**src/rtl/branch_target_unit.sv**
```systemverilog
// branch_target_unit: PC-relative branch target adder with a direct-mapped BTB and 2-bit predictors; define BTU_COUNTERS_EN to add statistics counters
module branch_target_unit #(
   parameter int PC_W  = 8,
   parameter int IMM_W = 16,
   parameter int DEPTH = 8,
   parameter int CNT_W = 16
)(
   input  logic             clk,
   input  logic             rst_n,
   input  logic             flush,
   input  logic             lu_valid,
   input  logic [PC_W-1:0]  lu_pc,
   output logic             pred_valid,
   output logic             pred_taken,
   output logic [PC_W-1:0]  pred_target,
   input  logic             rs_valid,
   input  logic [PC_W-1:0]  rs_pc,
   input  logic [PC_W-1:0]  rs_pc_next,
   input  logic [IMM_W-1:0] rs_imm,
   input  logic             rs_taken,
   input  logic             rs_pred_taken,
   input  logic [PC_W-1:0]  rs_pred_target,
   output logic             mispredict,
   output logic [PC_W-1:0]  redirect_pc
`ifdef BTU_COUNTERS_EN
   ,
   output logic [CNT_W-1:0] lookup_cnt,
   output logic [CNT_W-1:0] hit_cnt,
   output logic [CNT_W-1:0] mispred_cnt
`endif
);
   localparam int IDX_W = $clog2(DEPTH);
   localparam int TAG_W = PC_W - IDX_W;

   logic [DEPTH-1:0] valid;
   logic [TAG_W-1:0] tag [DEPTH];
   logic [PC_W-1:0]  tgt [DEPTH];
   logic [1:0]       ctr [DEPTH];
   logic [IDX_W-1:0] lu_idx, rs_idx;
   logic             lu_hit, lu_take, rs_hit, mp;
   logic [PC_W-1:0]  t, lu_next;

   // BTB read for lookup and resolve, branch target (imm is never narrower than the PC, so its low bits already carry the sign extension)
   always_comb begin
      lu_idx  = lu_pc[IDX_W-1:0];
      rs_idx  = rs_pc[IDX_W-1:0];
      lu_hit  = valid[lu_idx] && tag[lu_idx] == lu_pc[PC_W-1:IDX_W];
      rs_hit  = valid[rs_idx] && tag[rs_idx] == rs_pc[PC_W-1:IDX_W];
      lu_take = lu_hit && ctr[lu_idx][1];
      lu_next = lu_take ? tgt[lu_idx] : lu_pc + PC_W'(1);
      t       = PC_W'(IMM_W'(rs_pc_next) + rs_imm);
      mp      = (rs_taken != rs_pred_taken) || (rs_taken && rs_pred_target != t);
   end

   // BTB update: flush wins over a resolve write; taken misses allocate as weakly taken
   always_ff @(posedge clk or negedge rst_n) begin
      if (!rst_n) begin
         valid <= '0;
         for (int i = 0; i < DEPTH; i++) begin
            tag[i] <= '0;
            tgt[i] <= '0;
            ctr[i] <= '0;
         end
      end else if (flush) begin
         valid <= '0;
      end else if (rs_valid) begin
         if (rs_hit) begin
            ctr[rs_idx] <= rs_taken ? (ctr[rs_idx] == 2'b11 ? 2'b11 : ctr[rs_idx] + 2'd1)
                                    : (ctr[rs_idx] == 2'b00 ? 2'b00 : ctr[rs_idx] - 2'd1);
            if (rs_taken) tgt[rs_idx] <= t;
         end else if (rs_taken) begin
            valid[rs_idx] <= 1'b1;
            tag[rs_idx]   <= rs_pc[PC_W-1:IDX_W];
            tgt[rs_idx]   <= t;
            ctr[rs_idx]   <= 2'b10;
         end
      end
   end

   // Registered prediction (held while idle) and mispredict/redirect pulses
   always_ff @(posedge clk or negedge rst_n) begin
      if (!rst_n) begin
         pred_valid  <= 1'b0;
         pred_taken  <= 1'b0;
         pred_target <= '0;
         mispredict  <= 1'b0;
         redirect_pc <= '0;
      end else begin
         pred_valid <= lu_valid;
         if (lu_valid) begin
            pred_taken  <= lu_take;
            pred_target <= lu_next;
         end
         mispredict  <= rs_valid && mp;
         redirect_pc <= (rs_valid && mp) ? (rs_taken ? t : rs_pc_next) : '0;
      end
   end

`ifdef BTU_COUNTERS_EN
   // Saturating statistics, untouched by flush
   always_ff @(posedge clk or negedge rst_n) begin
      if (!rst_n) begin
         lookup_cnt  <= '0;
         hit_cnt     <= '0;
         mispred_cnt <= '0;
      end else begin
         if (lu_valid && ~&lookup_cnt) lookup_cnt <= lookup_cnt + CNT_W'(1);
         if (lu_valid && lu_hit && ~&hit_cnt) hit_cnt <= hit_cnt + CNT_W'(1);
         if (rs_valid && mp && ~&mispred_cnt) mispred_cnt <= mispred_cnt + CNT_W'(1);
      end
   end
`endif
endmodule

```
**config.mk**
```make
export PLATFORM = sky130hd
export DESIGN_NAME = branch_target_unit
export DESIGN_NICKNAME = d
export VERILOG_FILES = /design/src/rtl/branch_target_unit.sv
export SDC_FILE = /design/constraint.sdc
export NUM_CORES = 1
export LEC_CHECK = 0
export ABC_AREA = 0
export CORE_UTILIZATION = 40
export CTS_BUF_LIST = sky130_fd_sc_hd__clkbuf_8
export DETAILED_ROUTE_END_ITERATION = 10
export MAX_ROUTING_LAYER = met4
export PLACE_DENSITY = 0.63
export SYNTH_ARGS = -nofsm -noshare
export SYNTH_HDL_FRONTEND = slang
export SYNTH_SLANG_ARGS = --single-unit
```
**constraint.sdc**
```tcl
create_clock -name clk -period 2.33 [get_ports clk]
set_clock_uncertainty 0.05 [all_clocks]
set_input_delay 0.466 -clock clk [delete_from_list [all_inputs] [get_ports clk]]
set_output_delay 0.466 -clock clk [all_outputs]
set_load 0.005 [all_outputs]
```
# Word level (Yosys, flattened, before mapping)
# Index checks and enable logic that the tools add are counted.
dict set report op_classes {
  bitwise 8
  mux 42
  addsub 4
  n_reduce_logical 16
  n_lt_le_gt_ge 6
  eq_ne 6
}
# operator n
set op_table {}
lappend op_table {{$mux 8} 10}
lappend op_table {{$bwmux 64} 1}
lappend op_table {{$bwmux 40} 1}
lappend op_table {{$mux 16} 2}
lappend op_table {{$bmux 5 s3} 2}
lappend op_table {{$mux 5} 5}
lappend op_table {{$bmux 8 s3} 1}
lappend op_table {{$demux 8 s3} 1}
lappend op_table {{$bwmux 16} 1}
lappend op_table {{$mux 2} 8}
lappend op_table {{$or 8x8->8} 2}
lappend op_table {{$demux 5 s3} 1}
lappend op_table {{$bmux 2 s3} 2}
lappend op_table {{$eq 5x5->1} 2}
lappend op_table {{$reduce_and 3->1} 3}
lappend op_table {{$add 8x1->8 const B} 1}
lappend op_table {{$add 8x8->8} 1}
lappend op_table {{$and 8x8->8} 1}
lappend op_table {{$ge 4x4->1 const B} 2}
lappend op_table {{$lt 3x4->1 const B} 2}
lappend op_table {{$ne 8x8->1} 1}
lappend op_table {{$not 3->4} 2}
lappend op_table {{$not 8->8} 1}
lappend op_table {{$logic_and 1x1->1} 7}
lappend op_table {{16 further kinds} 22}
dict set report totals {
  register_bits 147
  in_bits 55
  output_inout_bits 19
  word_cells 112
}

# Depth between registers and ports, before layout
# Gate-level depths: netlist of the first run.
dict set report depth {
  word_depth 9
  depth_mapped 11
  mapped_depth_nobuf 8
}

# Worst setup path after synthesis of the first run
# OpenSTA, ideal clock, no wires.
dict set report synth_path {
  kind {in2reg}
  from {in rs_pc_next[0]}
  to {reg mispredict}
  slack_ns -0.576
  cell_stages 9
  setup_ns 0.154
  arrival_ns 2.701
  required_ns 2.126
  path_buffers 1
  path_cell_list {ha_1 -> fa_1 -> clkbuf_1 -> xnor2_1 -> nand4_1 -> nor4_1 -> o211ai_1 -> nor4_2 -> a211oi_1}
}
dict set report synth_between {
  elab_chain_len 5
}
# item line_no
set synth_rtl {}
lappend synth_rtl {{from (decl)} 18} ;# input logic [PC_W-1:0] rs_pc_next,
lappend synth_rtl {{$add 8x8->8} 51} ;# t = PC_W'(IMM_W'(rs_pc_next) + rs_imm);
lappend synth_rtl {{via t[1]} 41} ;# logic [PC_W-1:0] t, lu_next;
lappend synth_rtl {{$ne 8x8->1} 52} ;# mp = (rs_taken != rs_pred_taken) || (rs_taken && rs_pred_target != t);
lappend synth_rtl {{$logic_and 1x1->1} 52}
lappend synth_rtl {{$logic_or 1x1->1} 52}
lappend synth_rtl {{$logic_and 1x1->1} 94} ;# mispredict <= rs_valid && mp;
lappend synth_rtl {{to (signal assigned)} 94}
lappend synth_rtl {{to (decl)} 23} ;# output logic mispredict,
# The timed path passes the listed nets, and every way through them passes these cells.
# A chain may end at the register's enable or synchronous reset.

# Worst setup path after layout of the first run
dict set report layout_path {
  from {in lu_pc[1]}
  to {reg pred_target[5]}
}
dict set report layout_between {
  elab_chain_len 8
  elab_cells_between_ends 17
  classes_between {add/sub: 1; eq/ne: 1; mux: 12; bitwise: 1; reduce/logical: 2}
}
# item line_no
set layout_rtl {}
lappend layout_rtl {{from (decl)} 12} ;# input logic [PC_W-1:0] lu_pc,
lappend layout_rtl {{$not 3->4 (not written as such)} {47, 49, 50}}
lappend layout_rtl {{$bmux 5 s3} 47} ;# lu_hit = valid[lu_idx] && tag[lu_idx] == lu_pc[PC_W-1:IDX_W];
lappend layout_rtl {{$mux 5 (not written as such) (2 in series)} 47}
lappend layout_rtl {{$eq 5x5->1} 47}
lappend layout_rtl {{$logic_and 1x1->1} 47}
lappend layout_rtl {{$logic_and 1x1->1} 49} ;# lu_take = lu_hit && ctr[lu_idx][1];
lappend layout_rtl {{$mux 8 *} 50} ;# lu_next = lu_take ? tgt[lu_idx] : lu_pc + PC_W'(1);
lappend layout_rtl {{to (signal assigned)} 92} ;# pred_target <= lu_next;
lappend layout_rtl {{to (decl)} 15} ;# output logic [PC_W-1:0] pred_target,
# Mark *: on every way between the ends. The rest lies on a longest branch, timed or not. The select of a mux whose other input is x is not followed.

==> flow_results.org, run 1 <==
** Outcome
- Result of the run :: finished, violations left
- Failing checks :: setup timing

** STA
- Setup violations remaining at the end of the flow were counted as 67.
- Number of hold violations in the final report :: 0
- Slew HR :: 69.3%
- At the pin with the least slew margin, the transition time is 0.457 ns.
- Setup repair after global routing could not meet its margin everywhere.
- Based on the critical path, the design can be clocked at up to a little over 0.4 GHz.
- Clock period minus final worst setup slack :: 2.48 ns
- Final period utilization :: 107%
- The count of pins over their slew limit is 0.
- After layout, the worst setup slack is -0.154 ns.

** Finish
- The number of antenna diodes in the final layout is 0.
- Of the cells placed in the final design, the portion with a size suffix greater than 1 is between 40 and 50%.
- After the last flow step, the layout net total stands at 987.
- Top library cells by usage in the layout, fill and taps aside :: dfrtp_1, buf_4, nand2_1
- FILL cells :: about 1600
- Synth-to-layout area growth :: 42.6%
- Most common library cell in the layout ignoring fill and taps :: dfrtp_1

** Floorplan
- Die extent in y :: 144 um
- For this configuration, the core starts out at a cell density of about two fifths.
- The initialized floorplan defines 51 standard-cell rows.
- Width of the chip :: between 100 and 150 um
- 74 I/O pins were placed.
- Area of the die :: 20700 um2
- The core region is 19600 um2.

** Clocking
- CTS tree :: built
- Number of H-tree branching levels :: 4
- For this design, the sink count on the clock tree is around 150.
- The cell sitting at the root of the clock tree is a clkbuf_8.
- For the worst-skew pair, the clock arrives at the later sink with an insertion delay of ~0.46 ns.
- Maximum count of clock buffers along a single path :: 2
- TritonCTS created 17 clock buffers.
- Clock-pin slew on the worst setup and hold paths :: 0.08 ns

** Worst setup path
- The largest individual stage delay along the critical path comes from the cell or4b_4.
- Required @ worst endpoint :: 2.63 ns
- The worst setup path is of the input pin to flop kind.
- R2r setup slk :: -0.15 ns
- Of all nets on the critical path, the largest fanout is 7.
- Combined buffer and inverter count along the critical path :: 2
- The cell family contributing the most delay on the critical path is simple AND/OR/NAND/NOR gates.
- The signal on the critical path passes through clkdlybuf4s15_2, buf_12, mux2i_1, mux4_2, xnor2_1, or4b_4, or2_4, a311o_1.
- The worst setup path is captured at a flop.
- Worst Path Arrival :: ~2.8 ns
- STA classifies the critical path startpoint as an input pin.
- On the worst path, the slowest cell contributes a delay of 0.55 ns.

** Drt
- Remaining DRCs :: 0
- Post-detailed-routing wire length :: 23400 um
- Ratio of routed vias to standard cells :: between 5 and 6
- Before antenna repair, the detailed router went through 5 iterations.
- The count of nets left with antenna violations once routing finished came out at 0.
- Initial DRC Count :: 278
- Wire length per cell after detailed routing :: 19.5 um
- The routed layout has 6615 vias.

** Job
- Max-cap violations in this run came to 0.

** Synth
- Post-Syn Instances :: 714
- Summing the areas of all fa, ha and maj instances in the mapped netlist gives 1.74% of the synthesized area.
- Summing the sequential cell areas from Yosys gives 45.7% of the chip area.
- Yosys mapped the design onto 56 distinct sky130hd cell types.
- The synthesized design contains 147 register bits.
- Number of enable flip-flop cells after synthesis :: 0
- Multiplexer share of the synthesized area :: 23.6%
- Post-Synth Simple-Gate Area :: 10.0%
- By area, the combinational part of the netlist is dominated by multiplexers.
- The synthesized netlist devotes 12.1% of its cell area to compound gates.
- After Yosys synthesis, XOR and XNOR cells account for around 3.4% of the synthesized area.
- Most used flip-flop cell after synthesis :: dfrtp_1
- Of all flip-flops after synthesis, the portion carrying an async set or reset was 100%.
- Synthesized netlist net count :: 778
- Yosys printed 0 warnings.
- Netlist Area Pre-Place :: just over 8000 um2
- In this run the mean area of a mapped cell was 11.3 um2.

** Placed design
- The wire-length estimate of the detail-placed layout is 16400 um.
- RePlAce Congestion :: between 0.9 and 1
- Count of input and output buffers :: 65
- Worst setup slack after placement :: -1.11 ns

** Power
- Design Power :: 7.74 mW
- Leak :: 5.21 nW
- Power density relative to cell area :: 675 nW/um2
- Across the VDD grid, the largest voltage drop is 310 uV.

** GRT
- The number of global-route vias before repair came to roughly 7100.
- Global routing finished with a remaining overflow of 0.
- The initial antenna violation count is 0.
- Global-route usage over all layers :: 24.9%
- First-pass GRT wire length :: ~38000 um
- Maximum number of pins on one net before global-route repair :: 53

** Hold path
- In this run the worst hold path is classified as input pin to flop.
## logic make-up (layout without fill, tap and decap cells)
logic type                 count (synthesis)  count (layout)
DFF                                      147             147
AOI/OAI and AO/OA                        142             142
muxes                                    146             146
buffers and inverters                     66             288
xor gates and xnor gates                  30              30
and+or+nand+nor                          172             172
adders and majority gates                 11              11
## sequential cells by signal (all words and copies together), names as in the netlist
signal / flops
tgt: 64
tag: 40
ctr: 16
pred_target: 8
redirect_pc: 8
valid: 8
mispredict: 1
pred_taken: 1
pred_valid: 1
## worst min-delay path: cells and delay by family
| family | cells | cell delay (ns) |
|---|---|---|
| compound gates | 2 | 0.24 |
| buf+inv | 1 | 0.10 |
## cell type report
type                       count  area, um2  share of cell area (%)
timing repair buffer         237       2190                    19.1
clock inverter                15        184                    1.60
clock buffer                  17        234                    2.04
inverter                      19       76.3                   0.665
sequential                   147       3680                    32.1
tap                          265        332                    2.89
multi-input combinational    501       4780                    41.6
## power by group
part	total (mW)	switching (mW)	internal (mW)	leakage [nW]
clock network	2.14	1.07	1.07	0.213
logic	2.33	0.994	1.34	3.13
registers	3.27	0.270	3.00	1.87
## metrics by stage
step / hold WS (ns) / cell area [um2] / utilization [%] / setup TNS, ns / instances
floorplan: 0.120 / 8550 / - / -21.85 / 714
global placement: 0.369 / 10600 / 54.1 / -89.60 / 1157
detailed placement: 0.377 / 10600 / 54.1 / -92.35 / 1157
CTS: 0.326 / 11300 / 57.9 / -5.94 / 1197
global route: 0.329 / 11500 / 58.6 / -11.55 / 1201
finish: 0.338 / 11500 / 58.6 / -7.26 / 1201
## layer usage
| metal | vias to the layer above | wire (um) | GRT usage, % |
|---|---|---|---|
| met5 | - | 0 | - |
| met4 | 0 | 467 | 8.62 |
| met2 | 169 | 11500 | 40.0 |
| met1 | 3373 | 10700 | 32.4 |
| met3 | 33 | 809 | 3.47 |
| li1 | 3040 | - | - |
## synth_stat cells, types with 12 or more instances
cell type	n	area share (%)
nor2b_1	12	0.93
nor2_1	37	1.7
mux2i_1	45	5.6
buf_2	13	0.81
o221ai_1	12	1.3
xnor2_1	20	2.2
inv_1	18	0.84
o21ai_0	48	3.0
mux2_2	74	10
clkbuf_1	25	1.2
dfrtp_1	147	46
nand2_1	74	3.5
a211oi_1	14	1.3
mux4_2	26	7.3
## path summary, 6_finish.rpt
| check | startpoint | end | cells past startpoint |
|---|---|---|---|
| worst max-delay path | lu_pc[1] | pred_target[5] | 8 |
| worst min-delay path | rs_pc_next[0] | redirect_pc[0] | 3 |
| worst max register to register | tag[6] | tag[30] | 7 |
| worst min register to register | tgt[54] | tgt[54] | 2 |
| max in group asynchronous | rst_n | ctr[13] | 3 |
| min in group asynchronous | rst_n | pred_valid | 2 |
## repair_timing
action                                 in CTS  in global routing
endpoints found under the hold margin      40                  0
setup endpoints to repair                  99                 84
pin swaps                                  21                 12
buffers inserted                            5                  4
hold buffers                                1                  0
gates resized for setup                    77                 17
gates cloned                                3                  0
Power figures use the tool's default switching activity.
==> run 2: changes to the inputs <==
PLACE_DENSITY = 0.61   (was 0.63)
clock period = 2.67 ns   (was 2.33 ns; I/O delays follow)
==> flow_results.org, run 2 (synthesis results as in run 1) <==
** Outcome
- The run finished with clean final reports.

** STA
- Number of pins with negative max-slew slack in the final report :: 0 (unchanged)
- The final-report hold violation count is 0 (unchanged).
- Clock period minus final worst setup slack :: 2.65 ns
- Unrepaired setup endpoints after global routing :: no
- The number of endpoints failing setup at the final stage was 0 (-100%).
- Transition at the pin with the smallest max-transition slack :: 0.606 ns (+0.149 ns)
- Final setup TNS :: 0 ns (+7.26 ns)
- Worst Hold Slack :: 0.409 ns (+0.0713 ns)
- Final period utilization :: 99.2%
- Achievable frequency :: 0.377 GHz
- The relative max-transition margin was 59.5% (-9.9 points).

** Clocking
- Clock buffer count from CTS :: 17 (unchanged)
- The maximum level of the CTS H-tree is 4 (unchanged).
- Clock latency on the worst-skew pair :: 0.46 ns (about the same)
- Clock sinks :: 147 (unchanged)
- The clock transition at the registers of the reported paths came to 0.09 ns (about the same).
- The clock tree buffer depth was 2 (unchanged).
- The cell sitting at the root of the clock tree is a clkbuf_8.
- TritonCTS built the clock tree.

** GRT
- Global-route usage over all layers :: 23.3% (-1.7 points)
- The largest net degree at the start of global routing came to 58 (+9.4%).
- First-pass GRT wire length :: 35300 um (-6.2%)
- Antenna violations before repair :: 0 (unchanged)
- The number of global-route vias before repair came to 6598 (-6.7%).
- The final global-route overflow total came to 0 (unchanged).

** Finish
- From synthesis to final layout, the design area changed by 33.2%.
- The number of flip-flops in the largest register came to 64 (unchanged).
- Fraction of layout instances using a drive strength above 1 :: 33.4% (-7.8 points)
- The antenna cell count was 0 (unchanged).
- Most common library cell in the layout ignoring fill and taps :: dfrtp_1
- Register with the most flip-flops :: tgt
- FILL cells :: 1649 (+2.4%)
- The total number of nets in the final design came to 939 (-4.9%).
- Registers with the highest flip-flop counts :: tgt: 64 flops, tag: 40 flops, ctr: 16 flops
- Top library cells by usage in the layout, fill and taps aside :: dfrtp_1, buf_4, nand2_1

** Drt
- The DRC violation total after the first TritonRoute iteration came to 315 (+13%).
- Post-detailed-routing wire length :: 21600 um (-7.7%)
- The highest metal layer carrying signal wires in the routed design is met4.
- The iteration count of the initial detailed-routing pass came to 5 (unchanged).
- Wire length per cell after detailed routing :: 18.8 um (-3.9%)
- Ratio of routed vias to standard cells :: 5.48 (-0.48%)
- The wire length on met3 was 1010 um (+24%).
- Vias after detailed routing :: 6320 (-4.5%)
- Post-Route M1 WL :: 10000 um (-6.5%)
- The post-detailed-route count of antenna-violating nets is 0 (unchanged).
- Detailed route wirelength on metal2 :: 10300 um (-10%)
- The number of remaining DRC errors came to 0 (unchanged).

** Power
- Leak :: 4.84 nW (-7.1%)
- The post-route total power is 6.58 mW (-15%).
- The maximum vdd drop came to 264 uV (-15%).
- Power density relative to cell area :: 614 nW/um2 (-9.0%)

** Floorplan
- The die area is 20700 um2 (unchanged).
- The top-level port count was 74 (unchanged).
- The core region area is 19600 um2 (unchanged).
- The initial standard-cell utilization of the core came to 41.1% (unchanged).
- The x dimension of the die is 144 um (unchanged).
- The die height was 144 um (unchanged).
- Standard-cell row count :: 51 (unchanged)

** Worst setup path
- STA classifies the critical path startpoint as an input pin.
- In this run the worst setup path terminates at tag[1].
- Reg-to-reg startpoint :: tag[32]
- Critical-path cell with the highest stage delay :: mux4_2
- Biggest cell delay along the critical path :: 0.48 ns (-0.07 ns)
- By startpoint and endpoint, the worst setup path is classified as input pin to flop.
- Combined buffer and inverter count along the critical path :: 3 (+1)
- The total stage count of the critical path came to 9 (+1).
- Worst Path Arrival :: 2.95 ns (+0.17 ns)
- Beginning of the critical path :: rs_pc[2]
- Worst Reg2Reg Path Length in Cells :: 7 (unchanged)
- The maximum fanout encountered on the critical timing path came to 8 (+1).
- Dominant delay contributor by cell family on the critical path :: multiplexers
- R2r endpoint :: pred_target[7]
- List of cells traversed by the critical path :: dlygate4sd2_1, bufbuf_16, mux2i_1, mux4_2, xor2_1, buf_4, o2111a_2, a21o_4, mux2_2
- Kind of end point of the critical path :: flop
- The reg2reg setup slack came to 0.11 ns (+0.26 ns).
- Required @ worst endpoint :: 2.97 ns (+0.34 ns)

** Placed design
- RePlAce Congestion :: 0.919 (+2.0%)
- The number of input and output port buffers inserted is 65 (unchanged).
- The detailed placement HPWL was 15700 um (-4.7%).

** Job
- Number of maximum-capacitance violations :: 0 (unchanged)

** Hold path
- Type of the worst min-delay path :: input pin to flop
[run 2: layout make-up]
class	instances	area (um2)	share of cell area, %
flip-flops and latches	147	3680	34.3
well taps	265	332	3.10
multi-input cells	501	4460	41.6
clock buffers	17	234	2.18
repair buffers	189	1720	16.0
inverters	19	71.3	0.666
clock inverters	15	220	2.06
[run 2: through the flow]
step                cell area (um2)  worst slack [ns]  util, %  std cells
finish                        10700            0.0210     54.7       1153
CTS                           10600           0.00365     54.1       1150
detailed placement            10000            -0.841     51.2       1113
global placement              10000            -0.819     51.2       1113
floorplan                      8350            -0.171        -        714
global route                  10700           0.00114     54.7       1153
[run 2: report_power, final]
| part | switching (mW) | internal (mW) | total [mW] |
|---|---|---|---|
| Combinational | 0.738 | 0.962 | 1.70 |
| Clock | 0.954 | 1.05 | 2.00 |
| Sequential | 0.257 | 2.62 | 2.88 |
[run 2: worst min path at each step]
stage | start | to | slack (ns) | cells after the start
after floorplan | rst_n | ctr[0] | 0.19 | 0
after global placement | tgt[46] | tgt[46] | 0.41 | 2
after detailed placement | tgt[42] | tgt[42] | 0.42 | 2
after CTS | rs_pc_next[0] | redirect_pc[0] | 0.37 | 3
after global routing | rs_pc_next[0] | redirect_pc[0] | 0.40 | 3
final | rs_pc_next[0] | redirect_pc[0] | 0.41 | 3
[run 2: tightest hold or removal path, delay by kind of cell]
family	cells	cell delay [ns]
AOI/OAI and AO/OA	2	0.21
buffers and inverters	1	0.13
[run 2: what timing repair did]
action | CTS | global route
resized for setup | 23 | 21
gates cloned | 2 | 0
endpoints found under the setup margin | 50 | 73
hold endpoints to repair | 38 | 0
buffers inserted | 2 | 3
pin swaps | 9 | 6
hold buffers | 1 | 0
[run 2: per-layer routing]
metal | GRT usage, % | up-vias
li1 | - | 2947
met1 | 31.6 | 3148
met2 | 36.1 | 199
met3 | 3.97 | 26
met4 | 6.16 | 0
met5 | - | -
